## src/rtl/tl_ul_pkg.sv

```systemverilog
// tl_ul_pkg: shared TileLink-UL constants and channel structs
package tl_ul_pkg;
  localparam int TL_SIZE_W = 2;
  localparam int TL_SRC_W = 2;
  localparam int CNT_W = 4;
  localparam logic [2:0] OP_PUT_FULL = 3'd0;
  localparam logic [2:0] OP_PUT_PARTIAL = 3'd1;
  localparam logic [2:0] OP_GET = 3'd4;
  localparam logic [2:0] OP_ACK = 3'd0;
  localparam logic [2:0] OP_ACK_DATA = 3'd1;
  typedef struct packed {
    logic [2:0] opcode;
    logic [2:0] param;
    logic [TL_SIZE_W-1:0] size;
    logic [TL_SRC_W:0] source;
    logic [31:0] address;
    logic [3:0] mask;
    logic [31:0] data;
  } tl_a_t;
  typedef struct packed {
    logic [2:0] opcode;
    logic [1:0] param;
    logic [TL_SIZE_W-1:0] size;
    logic [TL_SRC_W:0] source;
    logic denied;
    logic corrupt;
    logic [31:0] data;
  } tl_d_t;
endpackage

```

## src/rtl/tl_outstanding_ctr.sv

```systemverilog
// tl_outstanding_ctr: saturating up/down outstanding-transaction counter
module tl_outstanding_ctr
  import tl_ul_pkg::*;
#(
  parameter int MAX = 4
) (
  input  logic clock,
  input  logic reset,
  input  logic inc,
  input  logic dec,
  output logic [CNT_W-1:0] cnt,
  output logic full,
  output logic empty
);
  assign full = cnt == CNT_W'(MAX);
  assign empty = cnt == '0;
  always_ff @(posedge clock) begin
    if (reset) cnt <= '0;
    else if (inc && !dec && !full) cnt <= cnt + CNT_W'(1);
    else if (dec && !inc && !empty) cnt <= cnt - CNT_W'(1);
  end
endmodule

```

## src/rtl/tl_ul_arb2.sv

```systemverilog
// tl_ul_arb2: two-master TileLink-UL arbiter, round-robin A with stall lock, D steered by source MSB
module tl_ul_arb2
  import tl_ul_pkg::*;
#(
  parameter int SRC_W = 2,
  parameter int SIZE_W = TL_SIZE_W,
  parameter int MAX_OUT = 4
) (
  input  logic              clock,
  input  logic              reset,
  input  logic              in0_a_valid,
  output logic              in0_a_ready,
  input  logic [2:0]        in0_a_opcode,
  input  logic [2:0]        in0_a_param,
  input  logic [SIZE_W-1:0] in0_a_size,
  input  logic [SRC_W-1:0]  in0_a_source,
  input  logic [31:0]       in0_a_address,
  input  logic [3:0]        in0_a_mask,
  input  logic [31:0]       in0_a_data,
  output logic              in0_d_valid,
  input  logic              in0_d_ready,
  output logic [2:0]        in0_d_opcode,
  output logic [1:0]        in0_d_param,
  output logic [SIZE_W-1:0] in0_d_size,
  output logic [SRC_W-1:0]  in0_d_source,
  output logic              in0_d_denied,
  output logic              in0_d_corrupt,
  output logic [31:0]       in0_d_data,
  input  logic              in1_a_valid,
  output logic              in1_a_ready,
  input  logic [2:0]        in1_a_opcode,
  input  logic [2:0]        in1_a_param,
  input  logic [SIZE_W-1:0] in1_a_size,
  input  logic [SRC_W-1:0]  in1_a_source,
  input  logic [31:0]       in1_a_address,
  input  logic [3:0]        in1_a_mask,
  input  logic [31:0]       in1_a_data,
  output logic              in1_d_valid,
  input  logic              in1_d_ready,
  output logic [2:0]        in1_d_opcode,
  output logic [1:0]        in1_d_param,
  output logic [SIZE_W-1:0] in1_d_size,
  output logic [SRC_W-1:0]  in1_d_source,
  output logic              in1_d_denied,
  output logic              in1_d_corrupt,
  output logic [31:0]       in1_d_data,
  output logic              out_a_valid,
  input  logic              out_a_ready,
  output logic [2:0]        out_a_opcode,
  output logic [2:0]        out_a_param,
  output logic [SIZE_W-1:0] out_a_size,
  output logic [SRC_W:0]    out_a_source,
  output logic [31:0]       out_a_address,
  output logic [3:0]        out_a_mask,
  output logic [31:0]       out_a_data,
  input  logic              out_d_valid,
  output logic              out_d_ready,
  input  logic [2:0]        out_d_opcode,
  input  logic [1:0]        out_d_param,
  input  logic [SIZE_W-1:0] out_d_size,
  input  logic [SRC_W:0]    out_d_source,
  input  logic              out_d_denied,
  input  logic              out_d_corrupt,
  input  logic [31:0]       out_d_data
);
  logic lock, lock_idx, rr_ptr, grant, req, a_fire, d_fire, d_idx;
  logic elig0, elig1, full0, full1, empty0, empty1, inc0, inc1, dec0, dec1;
  logic [CNT_W-1:0] cnt0, cnt1;
  assign elig0 = in0_a_valid && !full0;
  assign elig1 = in1_a_valid && !full1;
  // A locked master stays granted even if it has since reached the limit
  assign grant = lock ? lock_idx : (elig0 && elig1) ? rr_ptr : elig1;
  assign req = lock ? (lock_idx ? in1_a_valid : in0_a_valid) : (elig0 || elig1);
  assign out_a_valid = !reset && req;
  assign a_fire = out_a_valid && out_a_ready;
  assign in0_a_ready = a_fire && !grant;
  assign in1_a_ready = a_fire && grant;
  assign out_a_opcode = grant ? in1_a_opcode : in0_a_opcode;
  assign out_a_param = grant ? in1_a_param : in0_a_param;
  assign out_a_size = grant ? in1_a_size : in0_a_size;
  assign out_a_source = {grant, grant ? in1_a_source : in0_a_source};
  assign out_a_address = grant ? in1_a_address : in0_a_address;
  assign out_a_mask = grant ? in1_a_mask : in0_a_mask;
  assign out_a_data = grant ? in1_a_data : in0_a_data;
  always_ff @(posedge clock) begin
    if (reset) begin
      lock <= 1'b0;
      lock_idx <= 1'b0;
      rr_ptr <= 1'b0;
    end else if (a_fire) begin
      lock <= 1'b0;
      rr_ptr <= ~grant;
    end else if (out_a_valid) begin
      lock <= 1'b1;
      lock_idx <= grant;
    end
  end
  assign d_idx = out_d_source[SRC_W];
  assign in0_d_valid = !reset && out_d_valid && !d_idx;
  assign in1_d_valid = !reset && out_d_valid && d_idx;
  assign out_d_ready = !reset && (d_idx ? in1_d_ready : in0_d_ready);
  assign d_fire = out_d_valid && out_d_ready;
  assign {in0_d_opcode, in1_d_opcode} = {2{out_d_opcode}};
  assign {in0_d_param, in1_d_param} = {2{out_d_param}};
  assign {in0_d_size, in1_d_size} = {2{out_d_size}};
  assign {in0_d_source, in1_d_source} = {2{out_d_source[SRC_W-1:0]}};
  assign {in0_d_denied, in1_d_denied} = {2{out_d_denied}};
  assign {in0_d_corrupt, in1_d_corrupt} = {2{out_d_corrupt}};
  assign {in0_d_data, in1_d_data} = {2{out_d_data}};
  assign inc0 = in0_a_ready;
  assign inc1 = in1_a_ready;
  assign dec0 = d_fire && !d_idx;
  assign dec1 = d_fire && d_idx;
  tl_outstanding_ctr #(.MAX(MAX_OUT)) u_ctr0 (
    .clock(clock), .reset(reset), .inc(inc0), .dec(dec0), .cnt(cnt0), .full(full0), .empty(empty0)
  );
  tl_outstanding_ctr #(.MAX(MAX_OUT)) u_ctr1 (
    .clock(clock), .reset(reset), .inc(inc1), .dec(dec1), .cnt(cnt1), .full(full1), .empty(empty1)
  );
  a_d_idle0: assert property (@(posedge clock) disable iff (reset) !(dec0 && !inc0 && empty0))
    else $error("response to master 0 with nothing outstanding");
  a_d_idle1: assert property (@(posedge clock) disable iff (reset) !(dec1 && !inc1 && empty1))
    else $error("response to master 1 with nothing outstanding");
endmodule

```

## config.mk

```make
export PLATFORM = sky130hd
export DESIGN_NAME = tl_ul_arb2
export DESIGN_NICKNAME = d
export VERILOG_FILES = /design/src/rtl/tl_ul_pkg.sv /design/src/rtl/tl_outstanding_ctr.sv /design/src/rtl/tl_ul_arb2.sv
export SDC_FILE = /design/constraint.sdc
export NUM_CORES = 1
export LEC_CHECK = 0
export ABC_CLOCK_PERIOD_IN_PS = 8490
export BUFFER_PORTS_ARGS = -buffer_cell sky130_fd_sc_hd__buf_2
export CAP_MARGIN = 5
export CORE_AREA = 3 3 145 147
export DETAILED_ROUTE_END_ITERATION = 6
export DIE_AREA = 0 0 148 150
export GPL_TIMING_DRIVEN = 0
export PLACE_DENSITY = 0.5
export SKIP_LAST_GASP = 1
export SYNTH_ARGS = -nofsm -noshare
export SYNTH_HDL_FRONTEND = slang
export SYNTH_SLANG_ARGS = --single-unit
```

## constraint.sdc

```tcl
create_clock -name clock -period 8.49 [get_ports clock]
set_input_delay 1.698 -clock clock [delete_from_list [all_inputs] [get_ports clock]]
set_output_delay 1.698 -clock clock [all_outputs]
set_load 0.02 [all_outputs]
```

==> impl_metrics.json <==
{
  "status": "complete, no violations",
  "grt_max_degree": 11,
  "place_congestion": 0.815,
  "ys.flop_type": "dfxtp_1",
  "slew_headroom": 0.459,
  "met3WireLength_um": 876,
  "synth_async_sr_flop_share": 0,
  "mappedNetlistNets": 498,
  "wl_met2_um": 7490,
  "cp_top_family": "buffers and inverters",
  "critPathMaxFanout": 10,
  "hold_viol_final": 0,
  "globalRouteOverflowTotal": 0,
  "path_buf_inv": 4,
  "cts_buffer_depth": 2,
  "clock_sinks": 11,
  "cts-root-buf": "clkbuf_16",
  "worstSetupPathType": "input port to output port",
  "syn2layout_area_growth_pct": 82.8,
  "grt_pass1_wl_um": 18400,
  "slew_violations": 0,
  "syn_area_per_cell_um2": 8.93,
  "grt_pass1_vias": 2921,
  "worstMarginPinSlew_ps": 810,
  "drt-initial-drc-count": 60,
  "first_pass_iters": 4,
  "wl_per_cell_um": 15.6,
  "max_stage_delay_ps": 430,
  "synth_cell_type_count": 45,
  "clkSlewWorstSetupHoldPaths_ps": 40,
  "maxCapViolCount": 0,
  "nets": 838,
  "cts_tree": "built",
  "ys_seq_elements": 11,
  "finalSetupTns_ps": 0,
  "irDropWorstVdd_mv": 0.0783,
  "place_hpwl_um": 12600,
  "cts_buffers": 3,
  "top_layer": "met4",
  "synth_edf_count": 0,
  "yosys-top-cells-count": "87 x buf_4, 79 x mux2_2, 11 x dfxtp_1, 11 x nor2_1, 9 x buf_2",
  "syn_inst": 284,
  "post_cts_resized": 0,
  "cp-end-kind": "output port",
  "cp_common_cell": "buf_2",
  "crit_chain": "buf_2, nor3b_1, o31a_1, buf_2, buf_2, mux2_2, buf_2",
  "leakage_nw": 2.51,
  "die-area_mm2": 0.0222,
  "vias": 3152,
  "yosys.area.top_type": "mux2_2",
  "worstHoldPathType": "register to register",
  "synth.yosys.seq_area_share": 0.0869,
  "synth_area_mm2": 0.00253,
  "postCtsSetupBuffers": 0,
  "io_buffers": 335,
  "cts_hold_buf": 0,
  "skew_ps": 5.82,
  "h-tree-depth": 1,
  "wl_um": 14000,
  "initial_core_util": 0.126,
  "fin_hold_ws_ps": 493,
  "worst_setup_path_start_kind": "input port",
  "clkLatencyLatePin_ps": 240,
  "die_x_um": 148,
  "slowest_stage": "buf_2",
  "drt-met1-wl_um": 5560,
  "total_power_uw": 647,
  "pin_count": 379,
  "drive_gt1_frac": 0.843,
  "rsz0062_at_grt": "false",
  "synth.most_common_cell": "buf_4",
  "viasPerCell": 3.52,
  "clock.fmax_mhz": 192,
  "fin_crit_ps": 5200,
  "setup_violations": 0,
  "drc": 0,
  "n_fill_cell": 2295,
  "grt_antenna_before_repair": 1,
  "yosys_warnings": 0,
  "rows": 52,
  "synth_top_area_frac": 0.351,
  "regToRegSetupSlack_ps": 5130,
  "track_usage": 0.111,
  "die_y_um": 150,
  "synthTopCellsByArea": "mux2_2 35%, buf_4 26%, dfxtp_1 8.7%",
  "core_mm2": 0.0200,
  "fin_crit_sh": 0.613,
  "drtAntennaViolNets": 0,
  "required_ps": 6790,
  "cp.arrival_ps": 3510,
  "pwr_density_cell_mw_per_mm2": 140
}
logic make-up after synthesis:
logic type	after synthesis	synth area share
AOI/OAI and AO/OA	29	0.0844
xor gates and xnor gates	5	0.0232
adders and majority gates	6	0.0355
buffers and inverters	103	0.293
DFF	11	0.0869
muxes	84	0.371
and+or+nand+nor	46	0.107
stage by stage:
stage	setup slack, ps	cells	util	cell area [um^2]
CTS	3220	893	0.231	4630
detailed placement	3230	889	0.227	4550
floorplan	4000	284	-	2530
global placement	3240	889	0.227	4550
global route	3180	895	0.231	4630
finish	3290	895	0.231	4630
report_power, final:
part / switching [mW] / total (mW) / leakage, nW / internal, mW
clock: 0.0232 / 0.0862 / 0.0382 / 0.0631
combinational: 0.267 / 0.489 / 2.38 / 0.222
sequential: 0.0119 / 0.0722 / 0.0899 / 0.0602
worst register-to-register path: stages, from the launching register on:
cell and delay, ps:
dfxtp_1 460, or4b_4 230, a221oi_4 70, nor4b_2 720
and3_1 330, nand2_1 130, ha_1 290, a21o_1 170
a21oi_1 240, a2111oi_2 70, or3_1 360, and3b_1 180
worst paths after layout:
| path | start | end | cells past startpoint |
|---|---|---|---|
| hold / removal | rr_ptr | rr_ptr | 2 |
| setup reg to reg | u_ctr1.cnt[0] | u_ctr1.cnt[3] | 11 |
| hold reg to reg | rr_ptr | rr_ptr | 2 |
| setup / recovery | in0_a_valid | out_a_source[1] | 7 |
layout by cell type (no fill, tap or decap), types with 3 or more instances in the layout:
cell type	count
clkbuf_1	3
nor3_1	5
buf_4	87
nand2_1	8
mux2_2	79
o21ai_0	6
mux2i_1	5
a21oi_1	6
buf_2	344
clkbuf_16	3
ha_1	4
o21ai_1	3
xnor2_1	3
nor2_1	11
and2_1	5
dfxtp_1	11
area by class of cell:
cell class                      count  area [um^2]  area share
Tap cell                          270          338      0.0729
Sequential cell                    11          220      0.0475
Multi-Input combinational cell    170         1570       0.339
Timing Repair Buffer              335         1680       0.362
Buffer                            100          728       0.157
Clock buffer                        4         78.8      0.0170
Antenna cell                        2         5.00     0.00108
Inverter                            3         13.8     0.00297
flip-flops by register name, indices dropped and copies added (netlist names):
name,count
u_ctr0.cnt,4
u_ctr1.cnt,4
lock,1
lock_idx,1
rr_ptr,1
per-layer routing:
| metal | track usage | up-vias |
|---|---|---|
| met5 | 0 | - |
| met4 | 0.0199 | 0 |
| met3 | 0.0148 | 4 |
| met2 | 0.200 | 169 |
| met1 | 0.142 | 1389 |
| li1 | - | 1590 |
Power figures use the tool's default switching activity.
